==> src/rtl/truth_table_sweeper_if.sv <==
// Handshake/stimulus bundle between the sweeper and its cell-under-test harness.
interface truth_table_sweeper_if;
   logic       start;
   logic       abort;
   logic       f;
   logic       a;
   logic       b;
   logic       c;
   logic       busy;
   logic       done;
   logic       pass;
   logic [7:0] truth_table;
   logic [3:0] mismatch_cnt;

   // Controller/harness side: issues commands, models the cell output.
   modport master (
      output start, abort, f,
      input  a, b, c, busy, done, pass, truth_table, mismatch_cnt
   );

   // Sweeper side.
   modport slave (
      input  start, abort, f,
      output a, b, c, busy, done, pass, truth_table, mismatch_cnt
   );
endinterface

==> src/rtl/truth_table_sweeper.sv <==
// Drives a 3-input cell through all 8 input vectors, captures f after a settle
// delay into a truth table, and grades the table against a golden value.
module truth_table_sweeper #(
   parameter int unsigned SETTLE_CYCLES = 2,
   parameter logic [7:0]  EXPECTED      = 8'hE8
) (
   input logic                   clk,
   input logic                   rst_n,
   truth_table_sweeper_if.slave  bus
);

   localparam logic [3:0] LP_LAST_CNT = 4'(SETTLE_CYCLES - 1);
   localparam logic [7:0] LP_EXPECTED = EXPECTED;

   typedef enum logic [1:0] {
      S_IDLE,
      S_SETTLE,
      S_SAMPLE,
      S_DONE
   } state_t;

   state_t     r_state, w_state;
   logic [2:0] r_idx,   w_idx;
   logic [3:0] r_cnt,   w_cnt;
   logic       r_busy,  w_busy;
   logic       r_done,  w_done;
   logic       r_pass,  w_pass;
   logic [7:0] r_table, w_table;
   logic [3:0] r_mis,   w_mis;

   // State and all output registers; every output comes straight from a flop.
   always_ff @(posedge clk or negedge rst_n) begin
      if (!rst_n) begin
         r_state <= S_IDLE;
         r_idx   <= '0;
         r_cnt   <= '0;
         r_busy  <= 1'b0;
         r_done  <= 1'b0;
         r_pass  <= 1'b0;
         r_table <= '0;
         r_mis   <= '0;
      end else begin
         r_state <= w_state;
         r_idx   <= w_idx;
         r_cnt   <= w_cnt;
         r_busy  <= w_busy;
         r_done  <= w_done;
         r_pass  <= w_pass;
         r_table <= w_table;
         r_mis   <= w_mis;
      end
   end

   // Next-state and next-register values; abort takes priority over capture.
   always_comb begin
      w_state = r_state;
      w_idx   = r_idx;
      w_cnt   = r_cnt;
      w_done  = 1'b0;
      w_pass  = r_pass;
      w_table = r_table;
      w_mis   = r_mis;
      unique case (r_state)
         S_IDLE: begin
            if (bus.start) begin
               w_table = '0;
               w_mis   = '0;
               w_pass  = 1'b0;
               w_idx   = '0;
               w_cnt   = '0;
               w_state = S_SETTLE;
            end
         end
         S_SETTLE: begin
            if (bus.abort) begin
               w_idx   = '0;
               w_pass  = 1'b0;
               w_state = S_IDLE;
            end else begin
               w_cnt = r_cnt + 4'd1;
               if (r_cnt == LP_LAST_CNT) begin
                  w_state = S_SAMPLE;
               end
            end
         end
         S_SAMPLE: begin
            if (bus.abort) begin
               w_idx   = '0;
               w_pass  = 1'b0;
               w_state = S_IDLE;
            end else begin
               w_table[r_idx] = bus.f;
               if ((bus.f != LP_EXPECTED[r_idx]) && (r_mis != 4'd8)) begin
                  w_mis = r_mis + 4'd1;
               end
               if (r_idx == 3'd7) begin
                  // Grade on the table including this final capture so pass
                  // is valid in the same cycle as done.
                  w_pass  = (w_table == LP_EXPECTED);
                  w_done  = 1'b1;
                  w_state = S_DONE;
               end else begin
                  w_idx   = r_idx + 3'd1;
                  w_cnt   = '0;
                  w_state = S_SETTLE;
               end
            end
         end
         S_DONE: begin
            w_state = S_IDLE;
         end
         default: begin
            w_state = S_IDLE;
         end
      endcase
      w_busy = (w_state == S_SETTLE) || (w_state == S_SAMPLE);
   end

   assign bus.a            = r_idx[2];
   assign bus.b            = r_idx[1];
   assign bus.c            = r_idx[0];
   assign bus.busy         = r_busy;
   assign bus.done         = r_done;
   assign bus.pass         = r_pass;
   assign bus.truth_table  = r_table;
   assign bus.mismatch_cnt = r_mis;

endmodule
==> src/flat_wrapper.sv <==
// flat-port wrapper written by rule: the top's interface ports become plain ports
module truth_table_sweeper_flat 
#(
   parameter int unsigned SETTLE_CYCLES = 2,
   parameter logic [7:0]  EXPECTED      = 8'hE8
)
  (clk, rst_n, bus_start, bus_abort, bus_f, bus_a, bus_b, bus_c, bus_busy, bus_done, bus_pass, bus_truth_table, bus_mismatch_cnt);
  truth_table_sweeper_if bus_i ();
  input logic clk;
  input logic rst_n;
  input wire logic [$bits(bus_i.start)-1:0] bus_start;
  input wire logic [$bits(bus_i.abort)-1:0] bus_abort;
  input wire logic [$bits(bus_i.f)-1:0] bus_f;
  output wire logic [$bits(bus_i.a)-1:0] bus_a;
  output wire logic [$bits(bus_i.b)-1:0] bus_b;
  output wire logic [$bits(bus_i.c)-1:0] bus_c;
  output wire logic [$bits(bus_i.busy)-1:0] bus_busy;
  output wire logic [$bits(bus_i.done)-1:0] bus_done;
  output wire logic [$bits(bus_i.pass)-1:0] bus_pass;
  output wire logic [$bits(bus_i.truth_table)-1:0] bus_truth_table;
  output wire logic [$bits(bus_i.mismatch_cnt)-1:0] bus_mismatch_cnt;
  assign bus_i.start = bus_start;
  assign bus_i.abort = bus_abort;
  assign bus_i.f = bus_f;
  assign bus_a = bus_i.a;
  assign bus_b = bus_i.b;
  assign bus_c = bus_i.c;
  assign bus_busy = bus_i.busy;
  assign bus_done = bus_i.done;
  assign bus_pass = bus_i.pass;
  assign bus_truth_table = bus_i.truth_table;
  assign bus_mismatch_cnt = bus_i.mismatch_cnt;
  truth_table_sweeper #(.SETTLE_CYCLES(SETTLE_CYCLES), .EXPECTED(EXPECTED)) u_core (.clk(clk), .rst_n(rst_n), .bus(bus_i));
endmodule
==> config.mk <==
export PLATFORM = sky130hd
export DESIGN_NAME = truth_table_sweeper_flat
export DESIGN_NICKNAME = d
export VERILOG_FILES = /design/src/rtl/truth_table_sweeper_if.sv /design/src/rtl/truth_table_sweeper.sv /design/src/flat_wrapper.sv
export SDC_FILE = /design/constraint.sdc
export NUM_CORES = 1
export LEC_CHECK = 0
export CAP_MARGIN = 20
export CORE_MARGIN = 1
export CORE_UTILIZATION = 45
export CTS_CLUSTER_SIZE = 12
export DETAILED_ROUTE_END_ITERATION = 8
export PLACE_DENSITY_LB_ADDON = 0.05
export SLEW_MARGIN = 0
export SYNTH_ARGS = -nofsm -noshare
export SYNTH_HDL_FRONTEND = slang
export SYNTH_SLANG_ARGS = --single-unit
==> constraint.sdc <==
create_clock -name clk -period 5.9 [get_ports clk]
set_clock_uncertainty 0.15 [all_clocks]
set_input_delay 1.77 -clock clk [delete_from_list [all_inputs] [get_ports clk]]
set_output_delay 1.77 -clock clk [all_outputs]
set_load 0.005 [all_outputs]
### Yosys cells after proc, flatten, opt, wreduce, memory -nomap -nowiden

Memory sizes are Yosys's and may differ from the RTL's.
Index checks and enable logic that the tools add are counted.

* register bits after elaboration: 24
* ROM bits: 8
* input port bits: 5
* output and inout port bits: 18
* logic and storage cells: 77
* memories: 1

* $add $sub $neg: 3
* order comparisons: 2
* equal/unequal tests: 18
* multiplexer cells: 34
* reductions and logical operators: 11

Memory list
* (name not given): words 8, width 1, read ports 1, clocked after Yosys merged registers in 0, wr ports 0, RTL line truth_table_sweeper.sv:93 `if ((bus.f != LP_EXPECTED[r_idx]) && (r_mis != 4'd8)) begin`

Operators by type and width (count)
* $mux 4: 6
* $mux 8: 2
* $pmux 8 s2: 1
* $mux 3: 4
* $pmux 4 s3: 1
* $reduce_and 4->1: 3
* $mux 2: 5
* $ne 2x2->1 const B: 5
* $mux 1: 9
* $pmux 3 s3: 1
* $add 4x1->4 const B: 2
* $bwmux 8: 1
* $eq 8x8->1 const B: 1
* $pmux 2 s4: 1
* $pmux 4 s2: 1
* $eq 2x2->1 const B: 3
* $reduce_and 5->1: 1
* $eq 2x1->1 const B: 2
* $eq 4x1->1 const B: 1
* $lt 3x4->1 const B: 1
* $ne 4x4->1 const B: 1
* $add 3x1->3 const B: 1
* $demux 1 s3: 1
* $eq 3x3->1 const B: 1
* other kinds (12): 13

### Depth between registers and ports, before layout

Gate-level depths: netlist of run 1.

* depth in word-level cells: 9
* mapped depth: 8
* gate-level depth less buffers: 7

### Least setup slack after synthesis of run 1

No wires, ideal clock.

* path type: input-to-reg
* start: input bus_f
* end: register u_core.r_pass (netlist: u_core.bus.pass)
* setup time: 95 ps
* arrival time: 2915 ps
* data required time: 5655 ps
* slack: 2739 ps
* stages on the path: 5
* path buffers: 1
* cell sequence: clkbuf_1 -> nor3b_1 -> a31oi_1 -> or4_1 -> o31ai_1

* longest elaborated chain between the ends: 5

RTL lines
* start, declared: RTL line flat_wrapper.sv:13 `input wire logic [$bits(bus_i.f)-1:0] bus_f;`
* $bwmux 8: RTL line truth_table_sweeper.sv:92 `w_table[r_idx] = bus.f;`
* $eq 8x8->1: RTL line truth_table_sweeper.sv:99 `w_pass = (w_table == LP_EXPECTED);`
* $mux 1: RTL line truth_table_sweeper.sv:96 `if (r_idx == 3'd7) begin`
* $mux 1: RTL line truth_table_sweeper.sv:87 `if (bus.abort) begin`
* $pmux 1 s3: RTL line truth_table_sweeper.sv:63 `unique case (r_state)`
* end signal, assigned: RTL line truth_table_sweeper.sv:48 `r_pass <= w_pass;`
* end, declared: RTL line truth_table_sweeper.sv:27 `logic r_pass, w_pass;`

No other way between the ends. The select of a mux whose other input is x is not followed.
A chain may end at the register's enable or synchronous reset.

### Worst setup path in the final report of run 1

* start: register u_core.r_idx[0]
* end: output bus_c

RTL lines
* start, declared: RTL line truth_table_sweeper.sv:23 `logic [2:0] r_idx, w_idx;`
* start signal, assigned: RTL line truth_table_sweeper.sv:44 `r_idx <= w_idx;`
* end, declared: RTL line flat_wrapper.sv:16 `output wire logic [$bits(bus_i.c)-1:0] bus_c;`

No word-level cell between the ends.

==> results.py, run 1 <==
metrics = {
    "outcome": {
        "status": "finished clean",
    },
    "logic_synthesis": {
        "yosysMostFrequentCell": "dfrtp_1",
        "ys_ff_latch": 24,
        "synth_top_area_share_pct": 41.3,
        "syn_nets": 170,
        "synthTopCellsByArea": "dfrtp_1 (41%), ha_1 (6.0%), o21ai_0 (5.9%)",
        "syn_avg_cell_area_um2": 9.19,
        "synth_top_cell_by_area": "dfrtp_1",
        "synthesis.instances": 158,
        "synth_common_cells": "dfrtp_1 (24), o21ai_0 (17), nor2_1 (14)",
        "synth_ff_type": "dfrtp_1",
        "synthDistinctLibCells": 43,
        "synth-seq-area-share_pct": 41.3,
        "ys.warnings.count": 0,
        "syn_area_um2": 1450,
        "async_flop_share_pct": 100,
        "synth_edf_count": 0,
    },
    "power_and_ir_drop": {
        "ir_drop_mv": 0.157,
        "powerDensity_nw_per_um2": 238,
        "finalPower_uw": 411,
        "p_leak_nw": 0.725,
    },
    "sta": {
        "max_freq_mhz": 275,
        "hold_violations": 0,
        "rsz0062_at_grt": "false",
        "slew_headroom_pct": 56.1,
        "period_minus_slack_ps": 3640,
        "period_share_pct": 61.7,
        "setup_violations": 0,
        "fin_setup_tns_ps": 0,
        "maxSlewViolCount": 0,
        "worst_slew_pin_slew_ps": 659,
    },
    "critical_path": {
        "cp_max_fo": 18,
        "r2r_slack_ps": 3460,
        "startpoint_type": "flip-flop",
        "cp.depth": 1,
        "critPathKind": "flip-flop to output pin",
        "critPathCapture": "bus_c",
        "r2r-start": "u_core.r_idx[0]",
        "critPathSlowestCell": "dfrtp_1",
        "cpPeakStageDelay_ps": 790,
        "critical_path_arrival_ps": 1720,
        "worstReg2RegEnd": "u_core.bus.pass",
        "worst_ep_required_time_ps": 3980,
        "r2r_cells": 5,
        "cp.buffers_inverters": 1,
        "crit_family": "flip-flops",
        "end_kind": "output pin",
        "cp_cell_sequence": "clkdlybuf4s50_1",
        "startpoint": "u_core.r_idx[0]",
    },
    "clocking": {
        "cts_root_buf": "clkbuf_4",
        "cts_tree": "built",
        "clock-sinks": 24,
        "clk_pin_slew_ps": 130,
        "cts_made_buffers": 3,
        "cts_max_level": 1,
        "clk_latency_ps": 320,
        "cts_resized": 0,
        "ctsHoldBuffers": 0,
        "cts_buffer_depth": 2,
        "postCtsSetupBuffers": 0,
    },
    "finish": {
        "drive_above_1_share_pct": 7.39,
        "syn_to_final_growth_pct": 18.7,
        "layout.nets": 190,
        "antennaDiodeCount": 0,
    },
    "global_route": {
        "grt_max_degree": 25,
        "grtUsageTotal_pct": 20.0,
        "grt_pass1_wl_mm": 5.26,
        "grt_pass1_vias": 1167,
        "grt_overflow": 0,
        "antenna_found_initial": 0,
    },
    "route": {
        "post_drt_wl_per_cell_um": 14.1,
        "wirelength_mm": 3.09,
        "drt_iter0_drc": 53,
        "drt-vias-per-instance": 5.61,
        "drc": 0,
        "ant_nets": 0,
        "vias": 1234,
        "firstDrtPassIters": 4,
    },
    "floorplanning": {
        "fp.dieH_um": 58.8,
        "die_area_um2": 3460,
        "num_rows": 20,
        "pin_count": 23,
        "core-area_um2": 3050,
        "initial_core_util_pct": 47.6,
        "die_x_um": 58.8,
    },
    "placed_design": {
        "place.gp.congestion": 0.814,
        "hpwlAfterDp_mm": 2.17,
        "io_buffers": 22,
    },
    "run": {
        "drv_cap": 0,
    },
    "min_path": {
        "hold_path.class": "flip-flop to flip-flop",
    },
}
## stage by stage
step / instance area, um2 / util, % / setup slack (ps) / std cells / hold slack [ps]
6_report: 1720 / 56.5 / 2260 / 220 / 357
5_1_grt: 1720 / 56.5 / 2180 / 220 / 419
4_1_cts: 1710 / 56.0 / 2250 / 219 / 370
3_5_place_dp: 1690 / 55.2 / 2160 / 216 / 338
3_3_place_gp: 1690 / 55.2 / 2200 / 216 / 345
2_1_floorplan: 1450 / - / 2740 / 158 / 322
## placed cells by master (no fill, tap or decap), drive strengths merged, types with 6 or more instances in the layout
cell and instances:
dfrtp 24, clkdlybuf4s50 22, o21ai 18, nor2 14, nand2 12, a21oi 8
nand3 7, ha 7, inv 6, nand2b 6
## worst min path at each step
stage,from,to,slack [ps],depth (start not counted)
5_1_grt,u_core.bus.pass,u_core.bus.pass,420,2
6_report,u_core.bus.pass,u_core.bus.pass,360,2
3_5_place_dp,u_core.bus.pass,u_core.bus.pass,340,2
3_3_place_gp,u_core.bus.pass,u_core.bus.pass,340,2
2_1_floorplan,u_core.bus.pass,u_core.bus.pass,320,2
4_1_cts,u_core.bus.pass,u_core.bus.pass,370,2
## power breakdown
part           leakage (nW)  switching [mW]  total, mW  internal (mW)
Sequential            0.329          0.0317      0.215          0.183
Clock                0.0138          0.0485     0.0723         0.0239
Combinational         0.382          0.0678      0.124         0.0559
## logic make-up (layout without fill, tap and decap cells)
family	Yosys count	after routing	synth area share, %
simple gates	54	54	18.9
compound gates	51	51	23.9
flops	24	24	41.3
buf+inv	14	32	4.39
fa+ha+maj	7	7	6.03
mux	6	6	4.31
xor+xnor	2	2	1.21
## final cells by class
cell class | instances | area (um2)
fillers | 289 | 1330
multi-input cells | 120 | 788
inverters | 6 | 22.5
flip-flops and latches | 24 | 601
well taps | 44 | 55.1
repair buffers | 23 | 235
clock buffers | 3 | 22.5
## state kept, by name (all words and copies together), names as in the netlist
name,cells
u_core.bus.truth_table,8
u_core.bus.mismatch_cnt,4
u_core.r_cnt,4
u_core.r_idx,3
u_core.r_state,2
u_core.bus.busy,1
u_core.bus.done,1
u_core.bus.pass,1
## routing by layer
| layer | global-route usage (%) | routed length (um) | up-vias |
|---|---|---|---|
| met2 | 33.3 | 1510 | 33 |
| met3 | 1.98 | 113 | 4 |
| met4 | 8.16 | 32 | 0 |
| met5 | 0 | 0 | - |
| met1 | 26.5 | 1440 | 593 |
| li1 | - | - | 604 |
No activity file was read; power rests on OpenSTA's default activity.
==> run 2, diff against run 1 <==
==> constraint.sdc (replaced) <==
create_clock -name clk -period 3.35 [get_ports clk]
set_clock_uncertainty 0.15 [all_clocks]
set_input_delay 1.005 -clock clk [delete_from_list [all_inputs] [get_ports clk]]
set_output_delay 1.005 -clock clk [all_outputs]
set_load 0.005 [all_outputs]
==> run 2 against run 1 <==
- non-clock buffer count up 2
- clock power up 120%
- sequential cell count unchanged
- core utilization up 0.70 points
- clock-buffer cell count up 1
- final area up 1.2%
- worst hold slack better by 32 ps
- setup slack worse by 1600 ps
- global-route usage up 0.86 points
- largest cell class unchanged
==> results.py, run 2 (same netlist as run 1, synthesis figures left out) <==
metrics = {
    "outcome": {
        "status": "finished clean",
    },
    "critical_path": {
        "cpPeakStageDelay_ps": 660,
        "critPathSlowestCell": "dfrtp_1",
        "cp.buffers_inverters": 1,
        "critical_path_arrival_ps": 1560,
        "end_kind": "output pin",
        "startpoint_type": "flip-flop",
        "worstReg2RegEnd": "u_core.bus.pass",
        "worst_ep_required_time_ps": 2190,
        "crit_family": "flip-flops",
        "r2r_slack_ps": 860,
        "r2r-start": "u_core.r_idx[2]",
        "cp_max_fo": 16,
        "cp_cell_sequence": "clkdlybuf4s50_1",
        "r2r_cells": 5,
        "critPathKind": "flip-flop to output pin",
    },
    "placed_design": {
        "hpwlAfterDp_mm": 2.30,
        "io_buffers": 22,
        "place.gp.congestion": 0.784,
    },
    "clocking": {
        "ctsHoldBuffers": 0,
        "cts_made_buffers": 3,
        "postCtsSetupBuffers": 0,
        "cts_tree": "built",
        "cts_root_buf": "clkbuf_4",
        "cts_resized": 0,
        "cts_max_level": 1,
        "clk_pin_slew_ps": 130,
        "cts_buffer_depth": 2,
        "clock-sinks": 24,
        "clk_latency_ps": 310,
    },
    "power_and_ir_drop": {
        "p_leak_nw": 0.739,
        "powerDensity_nw_per_um2": 436,
        "ir_drop_mv": 0.409,
    },
    "finish": {
        "largest_reg_flops": 8,
        "layout.nets": 192,
        "layout_common_cells": "dfrtp_1 (24), clkdlybuf4s50_1 (22), o21ai_0 (17), nor2_1 (14), nand2_1 (12)",
        "syn_to_final_growth_pct": 20.2,
        "seq_area_um2": 601,
        "final_common_cell": "dfrtp_1",
        "fill_cells": 291,
        "utilization_pct": 57.2,
        "multi_input_area_um2": 788,
        "drive_above_1_share_pct": 8.94,
        "antennaDiodeCount": 0,
    },
    "floorplanning": {
        "pin_count": 23,
        "fp.dieH_um": 58.8,
        "die_area_um2": 3460,
        "die_x_um": 58.8,
        "num_rows": 20,
        "core-area_um2": 3050,
        "initial_core_util_pct": 47.6,
    },
    "global_route": {
        "grt_pass1_vias": 1171,
        "grtUsageTotal_pct": 20.8,
        "grt_pass1_wl_mm": 5.44,
        "grt_overflow": 0,
        "antenna_found_initial": 0,
        "grt_max_degree": 25,
    },
    "run": {
        "drv_cap": 0,
    },
    "sta": {
        "setup_violations": 0,
        "slew_headroom_pct": 67.1,
        "fin_setup_tns_ps": 0,
        "period_share_pct": 81.2,
        "rsz0062_at_grt": "false",
        "maxSlewViolCount": 0,
        "hold_violations": 0,
        "period_minus_slack_ps": 2720,
        "worst_slew_pin_slew_ps": 492,
        "max_freq_mhz": 368,
    },
    "route": {
        "drc": 0,
        "wirelength_mm": 3.18,
        "ant_nets": 0,
        "drt_iter0_drc": 29,
        "vias": 1216,
        "firstDrtPassIters": 4,
        "drt-vias-per-instance": 5.45,
        "post_drt_wl_per_cell_um": 14.3,
    },
    "min_path": {
        "hold_depth": 1,
        "hold_path.class": "flip-flop to flip-flop",
        "min_from": "u_core.r_cnt[0]",
        "hold_end": "u_core.r_cnt[0]",
    },
}
[run 2: cell type report]
type	instances	area share, %
Tap cell	44	3.15
Inverter	6	1.29
Multi-Input combinational cell	120	45.2
Timing Repair Buffer	25	13.9
Clock buffer	4	2.08
Sequential cell	24	34.4
[run 2: how the worst max path moves through the flow]
| stage | startpoint | endpoint | depth (start not counted) |
|---|---|---|---|
| 6_report | u_core.r_idx[2] | bus_a | 1 |
| 3_5_place_dp | bus_f | u_core.bus.pass | 5 |
| 4_1_cts | u_core.r_idx[2] | bus_a | 1 |
| 5_1_grt | bus_f | u_core.bus.pass | 5 |
| 2_1_floorplan | bus_f | u_core.bus.pass | 5 |
| 3_3_place_gp | bus_f | u_core.bus.pass | 5 |
[run 2: routing by layer]
metal	global-route usage, %	share of wire, %	wire (um)
met5	0	0	0
met1	27.7	47	1500
met3	2.64	3.4	109
met2	34.6	47	1500
met4	7.82	2.1	68
[run 2: report_power, final]
group,total (mW),internal [mW],switching (mW),leakage [nW]
clock,0.160,0.0665,0.0935,0.0210
sequential,0.369,0.323,0.0458,0.329
combinational,0.233,0.102,0.131,0.389
total,0.762,0.491,0.270,0.739
[run 2: through the flow]
stage               cell area (um2)  total power, mW  hold WS [ps]  instances  worst slack, ps
global route                   1750            0.818           436        223              532
detailed placement             1710            0.607           378        219              282
global placement               1710            0.599           343        219              412
floorplan                      1450            0.526           322        158              954
finish                         1750            0.762           389        223              630
CTS                            1750            0.769           397        223              615
==> run 3, diff against run 2 <==
==> constraint.sdc (replaced) <==
create_clock -name clk -period 2.18 [get_ports clk]
set_clock_uncertainty 0.15 [all_clocks]
set_input_delay 0.654 -clock clk [delete_from_list [all_inputs] [get_ports clk]]
set_output_delay 0.654 -clock clk [all_outputs]
set_load 0.005 [all_outputs]
==> run 3 against run 2 <==
- cell count grew 10%
- largest cell class unchanged
- routed wire length grew 9.8%
- setup slack lost 610 ps
- combinational power grew 72%
- non-clock buffer count grew 23
==> results.py, run 3 (same netlist as run 1, synthesis figures left out) <==
metrics = {
    "power_and_ir_drop": {
        "ir_drop_mv": 0.514,
        "p_int_uw": 785,
        "p_leak_nw": 0.883,
        "powerDensity_nw_per_um2": 617,
        "finalPower_mw": 1.21,
        "p_switching_uw": 427,
        "seq_power_share_pct": 46.9,
        "swShare_pct": 35.2,
        "p_clk_share_pct": 20.0,
        "p_comb_share_pct": 33.1,
    },
    "critical_path": {
        "cp_max_fo": 2,
        "cp_cell_sequence": "buf_4 > nor3b_1 > mux2i_1 > o21ai_1 > or4_4 > o31ai_2",
        "startpoint_type": "flip-flop",
        "critPathKind": "flip-flop to flip-flop",
        "critPathSlowestCell": "or4_4",
        "critical_path_arrival_ps": 2250,
        "crit_family": "simple AND/OR/NAND/NOR gates",
        "cp.buffers_inverters": 1,
        "worst_ep_required_time_ps": 2270,
        "end_kind": "flip-flop",
        "cpPeakStageDelay_ps": 520,
    },
    "clocking": {
        "clk_latency_ps": 320,
        "clk_pin_slew_ps": 140,
        "clock-sinks": 24,
        "cts_made_buffers": 3,
        "cts_max_level": 1,
        "cts_tree": "built",
        "cts_root_buf": "clkbuf_4",
        "cts_buffer_depth": 2,
    },
    "finish": {
        "antennaDiodeCount": 0,
        "fill_cells": 274,
        "largest_reg_flops": 8,
        "drive_above_1_share_pct": 22.8,
        "layout_common_cells": "buf_4 (23), dfrtp_1 (22), clkdlybuf4s50_1 (19), o21ai_0 (16), nor2_1 (13)",
        "layout.nets": 215,
        "final_common_cell": "buf_4",
        "multi_input_area_um2": 818,
        "utilization_pct": 64.4,
        "design_area_um2": 1970,
        "seq_area_um2": 603,
        "syn_to_final_growth_pct": 35.3,
    },
    "sta": {
        "max_freq_mhz": 462,
        "period_share_pct": 99.3,
        "fin_ws_ps": 15.6,
        "rsz0062_at_grt": "true",
        "whs_ps": 369,
        "period_minus_slack_ps": 2160,
        "slew_headroom_pct": 70.4,
        "setup_violations": 0,
        "hold_violations": 0,
        "worst_slew_pin_slew_ps": 439,
        "maxSlewViolCount": 0,
    },
    "route": {
        "vias": 1340,
        "ant_nets": 0,
        "drt_iter0_drc": 54,
        "firstDrtPassIters": 4,
        "drt-vias-per-instance": 5.45,
        "post_drt_wl_per_cell_um": 14.2,
        "wirelength_mm": 3.49,
        "drc": 0,
    },
    "floorplanning": {
        "fp.dieH_um": 58.8,
        "pin_count": 23,
        "core-area_um2": 3050,
        "initial_core_util_pct": 47.6,
        "die_area_um2": 3460,
        "num_rows": 20,
        "die_x_um": 58.8,
    },
    "placed_design": {
        "dpl_cell_area_um2": 1820,
        "post-place-ws_ps": -334,
        "hpwlAfterDp_mm": 2.52,
        "io_buffers": 22,
        "place.gp.congestion": 0.920,
    },
    "global_route": {
        "grtUsageTotal_pct": 22.8,
        "grt_pass1_vias": 1357,
        "antenna_found_initial": 0,
        "grt_pass1_wl_mm": 6.02,
        "grt_overflow": 0,
        "grt_max_degree": 25,
    },
    "run": {
        "drv_cap": 0,
    },
    "outcome": {
        "status": "finished clean",
    },
    "min_path": {
        "hold_path.class": "flip-flop to flip-flop",
    },
}
-- run 3: worst paths after layout --
check | from | to | slack (ps) | cells past startpoint
min in group asynchronous | rst_n | u_core.r_idx[1] | 520 | 2
max in group asynchronous | rst_n | u_core.r_idx[2] | 1110 | 2
setup reg to reg | u_core.r_idx[0] | u_core.bus.pass | 20 | 6
hold reg to reg | u_core.bus.pass | u_core.bus.pass | 370 | 2
hold / removal | u_core.bus.pass | u_core.bus.pass | 370 | 2
setup / recovery | u_core.r_idx[0] | u_core.bus.pass | 20 | 6
-- run 3: stage by stage --
step / cells / setup TNS [ps]
2_1_floorplan: 158 / 0
3_3_place_gp: 234 / -1720
3_5_place_dp: 234 / -2170
4_1_cts: 241 / -16.4
5_1_grt: 246 / -30.7
6_report: 246 / 0
-- run 3: worst min-delay path: cells and delay by family (launching register included) --
family	cells	cell delay, ps
flops	1	380
simple gates	1	70
compound gates	1	50
-- run 3: repair_timing --
item                                    in CTS  in global routing
hold endpoints to repair                     0                  0
pin swaps                                    2                  4
endpoints found under the setup margin       3                 10
setup buffers                                3                  5
resized for setup                            6                 10
hold buffers                                 0                  0
-- run 3: layout make-up --
| cell class | count | area share (%) |
|---|---|---|
| multi-input combinational | 120 | 41.6 |
| sequential | 24 | 30.7 |
| timing repair buffer | 48 | 21.9 |
| tap | 44 | 2.80 |
| clock buffer | 4 | 1.85 |
| inverter | 6 | 1.15 |
-- run 3: power by group through the flow --
stage | sequential, mW | clock (mW) | combinational [mW]
2_1_floorplan | 0.544 | 0 | 0.265
4_1_cts | 0.566 | 0.253 | 0.398
5_1_grt | 0.582 | 0.264 | 0.454
3_5_place_dp | 0.576 | 0 | 0.389
6_report | 0.569 | 0.243 | 0.401
3_3_place_gp | 0.573 | 0 | 0.380
-- run 3: layer usage --
layer,global-route usage (%),part of all wire (%)
met4,9.52,2.0
met3,2.86,4.5
met5,0,0
met2,37.7,49
met1,30.2,44
